## src/rtl/fetch_unit_pkg.sv

```systemverilog
// Shared types and constants for the instruction fetch stage.
// Opcode constants for the control unit live in the decode package, not here.
package fetch_unit_pkg;

    // Fetch controller states: idle after reset, requesting, holding an
    // instruction for the datapath, and the terminal misaligned-target state.
    typedef enum logic [1:0] {
        FETCH_IDLE  = 2'd0,
        FETCH_REQ   = 2'd1,
        FETCH_HOLD  = 2'd2,
        FETCH_FAULT = 2'd3
    } fetch_state_t;

    // Sequential PC increment: one 32-bit instruction word.
    localparam logic [31:0] PC_STEP = 32'd4;

    // Canonical NOP (addi x0, x0, 0), handy for benches and bubble filling.
    localparam logic [31:0] NOP_INSTR = 32'h0000_0013;

    // True when the address can be used as an instruction fetch address.
    function automatic logic is_word_aligned(input logic [31:0] addr);
        return (addr[1:0] == 2'b00);
    endfunction

endpackage

```

## src/rtl/fetch_unit_if.sv

```systemverilog
// Instruction memory request/ready bus between the fetch stage and imem.
// The fetch stage is the master; the memory (or a bench model) is the slave.
interface fetch_unit_if;

    logic        imem_req;
    logic [31:0] imem_addr;
    logic        imem_ready;
    logic [31:0] imem_rdata;

    modport master (
        output imem_req,
        output imem_addr,
        input  imem_ready,
        input  imem_rdata
    );

    modport slave (
        input  imem_req,
        input  imem_addr,
        output imem_ready,
        output imem_rdata
    );

endinterface

```

## src/rtl/fetch_unit_pc_next_calc.sv

```systemverilog
// Next-PC arithmetic for the fetch stage. Purely combinational so that a later
// pipelined PC stage can reuse it without dragging in the fetch controller.
module pc_next_calc
    import fetch_unit_pkg::*;
(
    input  logic [31:0] pc,
    input  logic        branch_taken,
    input  logic [31:0] branch_offset,
    output logic [31:0] next_pc,
    output logic        misaligned
);

    // Taken branches add the sign-extended byte offset, everything else steps
    // one word; both wrap modulo 2^32, so 0xFFFF_FFFC + 4 lands on zero.
    assign next_pc    = branch_taken ? (pc + branch_offset) : (pc + PC_STEP);

    // Any target that is not word aligned cannot be fetched.
    assign misaligned = !is_word_aligned(next_pc);

endmodule

```

## src/rtl/fetch_unit.sv

```systemverilog
// Instruction fetch stage for the single-cycle RISC-V core.
// Owns the PC, requests words from instruction memory, holds each fetched
// instruction until the datapath retires it, then steps or branches the PC.
// Every output is a flop or the PC register itself, so nothing reaches an
// output combinationally from an input.
module fetch_unit
    import fetch_unit_pkg::*;
#(
    parameter logic [31:0] RESET_PC = 32'h0000_0000
)
(
    input  logic                clk,
    input  logic                rst,
    fetch_unit_if.master        imem,
    output logic                instr_valid,
    output logic [31:0]         instruction,
    output logic [31:0]         pc,
    input  logic                instr_ack,
    input  logic                branch_taken,
    input  logic [31:0]         branch_offset,
    output logic                fetch_fault,
    output logic [31:0]         retired_count
);

    fetch_state_t state;
    logic         req_q;
    logic [31:0]  next_pc;
    logic         next_misaligned;

    pc_next_calc u_pc_next_calc (
        .pc            (pc),
        .branch_taken  (branch_taken),
        .branch_offset (branch_offset),
        .next_pc       (next_pc),
        .misaligned    (next_misaligned)
    );

    // The request address is the PC register; it only moves on a retire in
    // HOLD, so it stays stable for the whole time the request is raised.
    assign imem.imem_req  = req_q;
    assign imem.imem_addr = pc;

    // Fetch controller: state, registered handshake flags, PC, held
    // instruction and retire counter all move together on the clock edge.
    always_ff @(posedge clk or posedge rst) begin
        if (rst) begin
            state         <= FETCH_IDLE;
            req_q         <= 1'b0;
            instr_valid   <= 1'b0;
            instruction   <= 32'h0;
            pc            <= RESET_PC;
            fetch_fault   <= 1'b0;
            retired_count <= 32'h0;
        end else begin
            case (state)
                FETCH_IDLE: begin
                    state       <= FETCH_REQ;
                    req_q       <= 1'b1;
                    instr_valid <= 1'b0;
                end

                FETCH_REQ: begin
                    if (imem.imem_ready) begin
                        instruction <= imem.imem_rdata;
                        state       <= FETCH_HOLD;
                        req_q       <= 1'b0;
                        instr_valid <= 1'b1;
                    end
                end

                FETCH_HOLD: begin
                    if (instr_ack) begin
                        retired_count <= retired_count + 32'd1;
                        pc            <= next_pc;
                        instr_valid   <= 1'b0;
                        if (next_misaligned) begin
                            fetch_fault <= 1'b1;
                            state       <= FETCH_FAULT;
                            req_q       <= 1'b0;
                        end else begin
                            state       <= FETCH_REQ;
                            req_q       <= 1'b1;
                        end
                    end
                end

                FETCH_FAULT: begin
                    req_q       <= 1'b0;
                    instr_valid <= 1'b0;
                end

                default: begin
                    state       <= FETCH_IDLE;
                    req_q       <= 1'b0;
                    instr_valid <= 1'b0;
                end
            endcase
        end
    end

endmodule

```

## src/flat_wrapper.sv

```systemverilog
// flat-port wrapper written by rule: the top's interface ports become plain ports
module fetch_unit_flat import fetch_unit_pkg::*;
#(
    parameter logic [31:0] RESET_PC = 32'h0000_0000
)
  (clk, rst, instr_valid, instruction, pc, instr_ack, branch_taken, branch_offset, fetch_fault, retired_count, imem_imem_req, imem_imem_addr, imem_imem_ready, imem_imem_rdata);
  fetch_unit_if imem_i ();
  input  logic clk;
  input  logic rst;
  output logic instr_valid;
  output logic [31:0] instruction;
  output logic [31:0] pc;
  input  logic instr_ack;
  input  logic branch_taken;
  input  logic [31:0] branch_offset;
  output logic fetch_fault;
  output logic [31:0] retired_count;
  output wire logic [$bits(imem_i.imem_req)-1:0] imem_imem_req;
  output wire logic [$bits(imem_i.imem_addr)-1:0] imem_imem_addr;
  input wire logic [$bits(imem_i.imem_ready)-1:0] imem_imem_ready;
  input wire logic [$bits(imem_i.imem_rdata)-1:0] imem_imem_rdata;
  assign imem_imem_req = imem_i.imem_req;
  assign imem_imem_addr = imem_i.imem_addr;
  assign imem_i.imem_ready = imem_imem_ready;
  assign imem_i.imem_rdata = imem_imem_rdata;
  fetch_unit #(.RESET_PC(RESET_PC)) u_core (.clk(clk), .rst(rst), .imem(imem_i), .instr_valid(instr_valid), .instruction(instruction), .pc(pc), .instr_ack(instr_ack), .branch_taken(branch_taken), .branch_offset(branch_offset), .fetch_fault(fetch_fault), .retired_count(retired_count));
endmodule
```

## config.mk

```make
export PLATFORM = sky130hd
export DESIGN_NAME = fetch_unit_flat
export DESIGN_NICKNAME = d
export VERILOG_FILES = /design/src/rtl/fetch_unit_pkg.sv /design/src/rtl/fetch_unit_if.sv /design/src/rtl/fetch_unit_pc_next_calc.sv /design/src/rtl/fetch_unit.sv /design/src/flat_wrapper.sv
export SDC_FILE = /design/constraint.sdc
export NUM_CORES = 1
export LEC_CHECK = 0
export ABC_AREA = 1
export ABC_CLOCK_PERIOD_IN_PS = 4450
export CORE_AREA = 2 2 180 94
export DETAILED_ROUTE_END_ITERATION = 10
export DIE_AREA = 0 0 182 96
export GPL_ROUTABILITY_DRIVEN = 0
export PLACE_DENSITY = 0.79
export SLEW_MARGIN = 20
export SYNTH_ARGS = -nofsm -noshare
export SYNTH_HDL_FRONTEND = slang
export SYNTH_SLANG_ARGS = --single-unit
export TNS_END_PERCENT = 10
```

## constraint.sdc

```tcl
create_clock -name clk -period 4.45 [get_ports clk]
set_input_delay 0.89 -clock clk [delete_from_list [all_inputs] [get_ports clk]]
set_output_delay 0.89 -clock clk [all_outputs]
set_load 0.03 [all_outputs]
```

=== Word-level counts from Yosys, hierarchy flattened ===
Cells that the tools add are included.

* Bitwise logic cells: 1
* Add/sub/neg operators: 3
* Eq/ne operators: 5
* Multiplexer cells: 12
* Reductions and logical operators: 9

{| class="wikitable"
|+ Operators with widths
! operator !! number
|-
| adder 32 x 1 -> 32 bit, second input constant || 1
|-
| adder 32 x 3 -> 32 bit, second input constant || 1
|-
| adder 32 bit || 1
|-
| two-way mux 32 bit || 1
|-
| two-way mux 2 bit || 3
|-
| one-hot mux 2 bit (3 select lines) || 1
|-
| AND reduction 2 bit || 3
|-
| AND reduction 3 bit || 2
|-
| two-way mux 1 bit || 5
|-
| equality test 2 bit, second input constant || 2
|-
| logical NOT 2 bit || 2
|-
| inequality test 2 bit, second input constant || 2
|-
| one-hot mux 1 bit (4 select lines) || 1
|-
| one-hot mux 1 bit (3 select lines) || 1
|-
| nonzero test 3 bit || 1
|-
| equality test 2 x 1 -> 1 bit, second input constant || 1
|-
| OR reduction 2 bit || 1
|-
| inverter 1 bit || 1
|}

* Output and inout bits: 131
* Register bits: 101
* Logic and storage cells: 37
* Bits of input ports: 69

=== Longest topological paths before layout ===
* Depth after elaboration: 6
* Mapped depth: 15
* Gate-level depth less buffers: 15

=== Cells and area by module ===
From an unflattened synthesis, not the netlist that was laid out.

* Cells, all modules: 1,221
* Area total of the unflattened synthesis: 8,192.9 um2

{| class="wikitable"
|+ By module, submodules not included
! module !! times used !! seq. area each (um2) !! cells an instance !! area an instance (um2)
|-
| fetch_unit || 1 || 2,527.4 || 492 || 4,694.5
|-
| pc_next_calc || 1 || 0.0 || 729 || 3,498.4
|}

=== Worst setup path before layout ===
No wires, ideal clock.

* Path kind: input port to flip-flop
* From: input branch_offset[0]
* To: register u_core.pc[16] (netlist: u_core.imem.imem_addr[16])
* Slack: 2.057 ns
* Arrival time: 2.260 ns
* Data required time: 4.317 ns
* Cell stages on the path: 13
* Setup time: 0.133 ns
* Buffers on the path: 0
* Cells stage by stage: ha_1 fa_1 nand2_1 nand2_1 and2_1 nand2_1 nand2_1 inv_1 nor2_1 o21bai_1 nand3_1 nand2_1 o21ai_0

* Word-level cells in the longest chain between the ends: 2

{| class="wikitable"
|+ RTL lines
! element !! line !! RTL
|-
| start: declaration || flat_wrapper.sv:15 || <nowiki>input logic [31:0] branch_offset;</nowiki>
|-
| adder 32 bit || fetch_unit_pc_next_calc.sv:15 || <nowiki>assign next_pc = branch_taken ? (pc + branch_offset) : (pc + PC_STEP);</nowiki>
|-
| two-way mux 32 bit || fetch_unit_pc_next_calc.sv:15 ||
|-
| end signal: assignment || fetch_unit.sv:74 || <nowiki>pc <= next_pc;</nowiki>
|-
| end: declaration || fetch_unit.sv:17 || <nowiki>output logic [31:0] pc,</nowiki>
|}

No other way between the ends.
A chain may end at the register's enable or synchronous reset.

=== Worst setup path after layout ===
* From: input instr_ack
* To: register u_core.retired_count[20]

* Word-level cells in the longest chain between the ends: 1

{| class="wikitable"
|+ RTL lines
! element !! line !! RTL
|-
| start: declaration || flat_wrapper.sv:13 || <nowiki>input logic instr_ack;</nowiki>
|-
| AND reduction 2 bit (no line) || n/a ||
|-
| end signal: assignment || fetch_unit.sv:73 || <nowiki>retired_count <= retired_count + 32'd1;</nowiki>
|-
| end: declaration || fetch_unit.sv:22 || <nowiki>output logic [31:0] retired_count</nowiki>
|}

No other way between the ends.

==> flow_summary.html <==
<table>
<tr><th>Metric</th><th>Value</th></tr>
<tr><th colspan="2">Status</th></tr>
<tr><td>Status</td><td>completed</td></tr>
<tr><th colspan="2">Final layout</th></tr>
<tr><td>Fraction of final layout cells sized beyond drive strength 1</td><td>6.03%</td></tr>
<tr><td>Diode count</td><td>0</td></tr>
<tr><td>P&amp;R area growth vs syn</td><td>29.3%</td></tr>
<tr><td>NumNets Final</td><td>1,381</td></tr>
<tr><td>Finished Cell Area</td><td>10,000 um2</td></tr>
<tr><th colspan="2">Power and ir drop</th></tr>
<tr><td>Clock share of power</td><td>11.1%</td></tr>
<tr><td>Power, Total</td><td>7.06 mW</td></tr>
<tr><td>Peak ir drop on the vdd network</td><td>0.000367 V</td></tr>
<tr><td>Sequential Power Share</td><td>25.1%</td></tr>
<tr><td>Portion of total power attributed to combinational logic</td><td>63.8%</td></tr>
<tr><td>Switching portion of total power</td><td>51.6%</td></tr>
<tr><td>Power per Cell Area</td><td>705 nW/um2</td></tr>
<tr><td>Leakage power total</td><td>4.91 nW</td></tr>
<tr><td>Internal power of the cells</td><td>3.42 mW</td></tr>
<tr><td>Sw Pwr</td><td>3.64 mW</td></tr>
<tr><th colspan="2">Setup path</th></tr>
<tr><td>CP max stage delay</td><td>0.50 ns</td></tr>
<tr><td>Sequence of cells on the critical path</td><td>clkdlybuf4s50_1, nand2_2, nor2_4, nand2_2, nor2_4, nand2_2, nor2_4, nand3_2, nor3_4, nand2_1, xnor2_1</td></tr>
<tr><td>Worst path buffer plus inverter count</td><td>1</td></tr>
<tr><td>End of the worst register-to-register path</td><td>u_core.retired_count[20]$_DFFE_PP0P_</td></tr>
<tr><td>Largest delay share family, worst path</td><td>simple AND/OR/NAND/NOR gates</td></tr>
<tr><td>Reg-to-reg setup timing slack</td><td>1.71 ns</td></tr>
<tr><td>Beginning of the critical path</td><td>instr_ack</td></tr>
<tr><td>Critical path start-end classification</td><td>in -&gt; reg</td></tr>
<tr><td>Arrival time of the worst setup path</td><td>3.24 ns</td></tr>
<tr><td>Critical Path Start Type</td><td>primary input</td></tr>
<tr><td>Req. time, crit path</td><td>4.67 ns</td></tr>
<tr><td>Slowest library cell on the worst path</td><td>sky130_fd_sc_hd__clkdlybuf4s50_1</td></tr>
<tr><td>Maximum fanout along the worst path</td><td>41</td></tr>
<tr><td>Number of cells traversed by the worst register-to-register path</td><td>12</td></tr>
<tr><td>Capturing element type of the critical path</td><td>register</td></tr>
<tr><td>RR Startpoint</td><td>u_core.state[0]$_DFFE_PP0P_</td></tr>
<tr><th colspan="2">Routing</th></tr>
<tr><td>Wirelength, routed</td><td>25.0 mm</td></tr>
<tr><td>Number of remaining DRC errors</td><td>0</td></tr>
<tr><td>Number of nets with antenna violations after routing</td><td>0</td></tr>
<tr><td>Pre-antenna DRT Iters</td><td>7</td></tr>
<tr><td>Vias</td><td>7,947</td></tr>
<tr><td>First-iteration detailed-routing DRC count</td><td>801</td></tr>
<tr><td>Via density per instance</td><td>5.34</td></tr>
<tr><td>Detailed-route wire length per cell</td><td>16.8 um</td></tr>
<tr><th colspan="2">Logic synthesis</th></tr>
<tr><td>Synth Instances</td><td>1,109</td></tr>
<tr><td>Yosys warning count</td><td>0</td></tr>
<tr><td>Number of storage elements in the synthesis netlist</td><td>101</td></tr>
<tr><td>Library cell with the highest instance count after synthesis</td><td>sky130_fd_sc_hd__nand2_1</td></tr>
<tr><td>Count of cell types in the netlist</td><td>37</td></tr>
<tr><td>Share of Yosys cell area claimed by the top area cell type</td><td>32.6%</td></tr>
<tr><td>Dominant register cell in the synthesized netlist</td><td>sky130_fd_sc_hd__dfrtp_1</td></tr>
<tr><td>Number of flops mapped to enable cells by yosys</td><td>0</td></tr>
<tr><td>Synth area leaders</td><td>sky130_fd_sc_hd__dfrtp_1 33%, sky130_fd_sc_hd__nand2_1 16%, sky130_fd_sc_hd__inv_1 7.5%</td></tr>
<tr><td>Share of synthesized flip-flops with an asynchronous set or reset</td><td>100%</td></tr>
<tr><td>Synthesized area per cell</td><td>6.98 um2</td></tr>
<tr><td>Proportion of synthesized chip area in sequential cells</td><td>32.6%</td></tr>
<tr><td>Most area-hungry cell type in the Yosys netlist</td><td>sky130_fd_sc_hd__dfrtp_1</td></tr>
<tr><td>Top cells by instance count after synthesis</td><td>321 x sky130_fd_sc_hd__nand2_1, 155 x sky130_fd_sc_hd__inv_1, 101 x sky130_fd_sc_hd__dfrtp_1</td></tr>
<tr><td>Cell area after synthesis</td><td>7750 um2</td></tr>
<tr><td>Syn Nets</td><td>1,216</td></tr>
<tr><th colspan="2">Placement</th></tr>
<tr><td>Instance area at placement</td><td>9730 um2</td></tr>
<tr><td>Detailed placement HPWL</td><td>19.6 mm</td></tr>
<tr><td>Worst slack after detailed placement</td><td>1.11 ns</td></tr>
<tr><td>Count of input and output buffers</td><td>199</td></tr>
<tr><th colspan="2">STA</th></tr>
<tr><td>Worst slew margin</td><td>36.8%</td></tr>
<tr><td>Fmax</td><td>332 MHz</td></tr>
<tr><td>Number of pins exceeding their max-slew limit in the final report</td><td>0</td></tr>
<tr><td>Setup violation total in the final timing report</td><td>0</td></tr>
<tr><td>Crit share post-route</td><td>67.7%</td></tr>
<tr><td>Largest clock skew in the final design</td><td>0.00794 ns</td></tr>
<tr><td>RSZ-0062 raised after global routing</td><td>no</td></tr>
<tr><td>Hold Slack</td><td>0.481 ns</td></tr>
<tr><td>Transition time at the pin with the least slew margin</td><td>0.947 ns</td></tr>
<tr><td>Final hold violations</td><td>0</td></tr>
<tr><td>Time the final worst path needs with I/O delays and setup</td><td>3.01 ns</td></tr>
<tr><td>Final setup slack of the worst path</td><td>1.44 ns</td></tr>
<tr><td>Setup total negative slack</td><td>0 ns</td></tr>
<tr><th colspan="2">Clocking</th></tr>
<tr><td>Post-CTS Setup Inserts</td><td>0</td></tr>
<tr><td>Count of hold buffers inserted by post-cts repair</td><td>0</td></tr>
<tr><td>Clk sinks</td><td>101</td></tr>
<tr><td>Cts bufs inserted</td><td>9</td></tr>
<tr><td>Clock tree buffer depth</td><td>2</td></tr>
<tr><td>Clock tree from TritonCTS</td><td>done</td></tr>
<tr><td>Count of cells resized by post-cts repair</td><td>0</td></tr>
<tr><td>Clk Latency, worst-skew pair</td><td>0.34 ns</td></tr>
<tr><td>Number of H-tree levels</td><td>3</td></tr>
<tr><td>Clock input transition at the sequential cells of the worst setup and hold paths</td><td>0.07 ns</td></tr>
<tr><td>Cell chosen for the clock root</td><td>sky130_fd_sc_hd__clkbuf_16</td></tr>
<tr><th colspan="2">Global route</th></tr>
<tr><td>Largest net degree at the start of global routing</td><td>77</td></tr>
<tr><td>Antenna violations before repair</td><td>0</td></tr>
<tr><td>First-pass GRT wire length</td><td>38.6 mm</td></tr>
<tr><td>Global-route congestion overflow total</td><td>0</td></tr>
<tr><td>Via count of the first global-routing pass</td><td>7,207</td></tr>
<tr><td>Overall Global Routing Usage</td><td>28.6%</td></tr>
<tr><th colspan="2">Floorplanning</th></tr>
<tr><td>Number of placed I/O pins</td><td>200</td></tr>
<tr><td>Die ar.</td><td>17,500 um2</td></tr>
<tr><td>Core area</td><td>15,900 um2</td></tr>
<tr><td>Number of rows in the core area</td><td>33</td></tr>
<tr><td>Die extent in x</td><td>182 um</td></tr>
<tr><td>Height of the die</td><td>96 um</td></tr>
<tr><td>Initial standard-cell utilization of the core</td><td>48.6%</td></tr>
<tr><th colspan="2">Worst hold path</th></tr>
<tr><td>Class of the most critical hold timing path</td><td>reg -&gt; reg</td></tr>
<tr><td>Startpoint of the most critical hold path</td><td>u_core.fetch_fault$_DFFE_PP0P_</td></tr>
<tr><td>Cell depth of the worst min-delay path</td><td>1</td></tr>
<tr><td>Hold Crit Endpoint</td><td>u_core.fetch_fault$_DFFE_PP0P_</td></tr>
<tr><th colspan="2">Run</th></tr>
<tr><td>Max-cap viol count</td><td>0</td></tr>
</table>
power by group through the flow:
stage / combinational, mW / clock (mW) / sequential, mW
finish: 4.51 / 0.784 / 1.77
global route: 4.87 / 0.831 / 1.82
CTS: 4.44 / 0.795 / 1.76
detailed placement: 4.42 / 0 / 1.77
global placement: 4.35 / 0 / 1.75
floorplan: 2.40 / 0 / 2.25
registers in the layout, indices dropped and copies added, names as in the netlist:
register and count:
u_core.imem.imem_addr 32, u_core.instruction 32, u_core.retired_count 32, u_core.state 2
u_core.fetch_fault 1, u_core.imem.imem_req 1, u_core.instr_valid 1
layout by cell type (no fill, tap or decap), types with 30 or more instances in the layout:
cell type	netlist	layout
sky130_fd_sc_hd__a21oi_1	75	75
sky130_fd_sc_hd__clkdlybuf4s50_1	0	199
sky130_fd_sc_hd__dfrtp_1	101	101
sky130_fd_sc_hd__ha_1	37	37
sky130_fd_sc_hd__inv_1	155	154
sky130_fd_sc_hd__mux2_2	32	32
sky130_fd_sc_hd__nand2_1	321	321
sky130_fd_sc_hd__nand3_1	58	58
sky130_fd_sc_hd__nor2_1	97	97
sky130_fd_sc_hd__o21ai_0	30	30
sky130_fd_sc_hd__xor2_1	30	30
worst reg2reg max path: stages (launching register included):
cell,delay (ns)
sky130_fd_sc_hd__dfrtp_1,0.42
sky130_fd_sc_hd__inv_1,0.10
sky130_fd_sc_hd__ha_1,0.24
sky130_fd_sc_hd__nand2_2,0.52
sky130_fd_sc_hd__nor2_4,0.32
sky130_fd_sc_hd__nand2_2,0.10
sky130_fd_sc_hd__nor2_4,0.13
sky130_fd_sc_hd__nand2_2,0.08
sky130_fd_sc_hd__nor2_4,0.10
sky130_fd_sc_hd__nand3_2,0.10
sky130_fd_sc_hd__nor3_4,0.26
sky130_fd_sc_hd__nand2_1,0.12
sky130_fd_sc_hd__xnor2_1,0.14
stage by stage:
| stage | instances | utilization, % |
|---|---|---|
| final | 1488 | 62.9 |
| after global routing | 1488 | 62.9 |
| after CTS | 1488 | 62.9 |
| after detailed placement | 1473 | 61.0 |
| after global placement | 1473 | 61.0 |
| after floorplan | 1109 | - |
worst max-delay path by stage:
stage	depth (start not counted)	end	slack, ns
2_1_floorplan	1	u_core.fetch_fault$_DFFE_PP0P_	0.91
3_5_place_dp	11	u_core.retired_count[20]$_DFFE_PP0P_	1.11
6_report	11	u_core.retired_count[20]$_DFFE_PP0P_	1.44
4_1_cts	11	u_core.retired_count[20]$_DFFE_PP0P_	1.47
3_3_place_gp	11	u_core.retired_count[20]$_DFFE_PP0P_	1.23
5_1_grt	11	u_core.retired_count[20]$_DFFE_PP0P_	1.22
layout make-up:
type | count | area [um2]
fillers | 1405 | 5920
multi-input cells | 802 | 4330
inverters | 157 | 592
well taps | 210 | 263
clock inverters | 5 | 60.1
flip-flops and latches | 101 | 2530
clock buffers | 10 | 229
repair buffers | 203 | 2020
cell families after synthesis:
logic type	count (synthesis)	share of synthesized area, %
mux	32	4.65
compound gates	130	9.01
simple gates	562	31.4
xor+xnor	40	4.52
fa+ha+maj	38	6.23
buf+inv	206	11.5
flops	101	32.6
metal layers:
| layer | global-route usage [%] | vias to the layer above | routed length, um |
|---|---|---|---|
| met2 | 37.2 | 482 | 9270 |
| li1 | - | 3851 | - |
| met3 | 10.5 | 13 | 3500 |
| met4 | 3.56 | 2 | 80 |
| met1 | 44.3 | 3599 | 12100 |
| met5 | 4.00 | - | 49 |
Note: power is estimated with default switching activity, not from simulation.
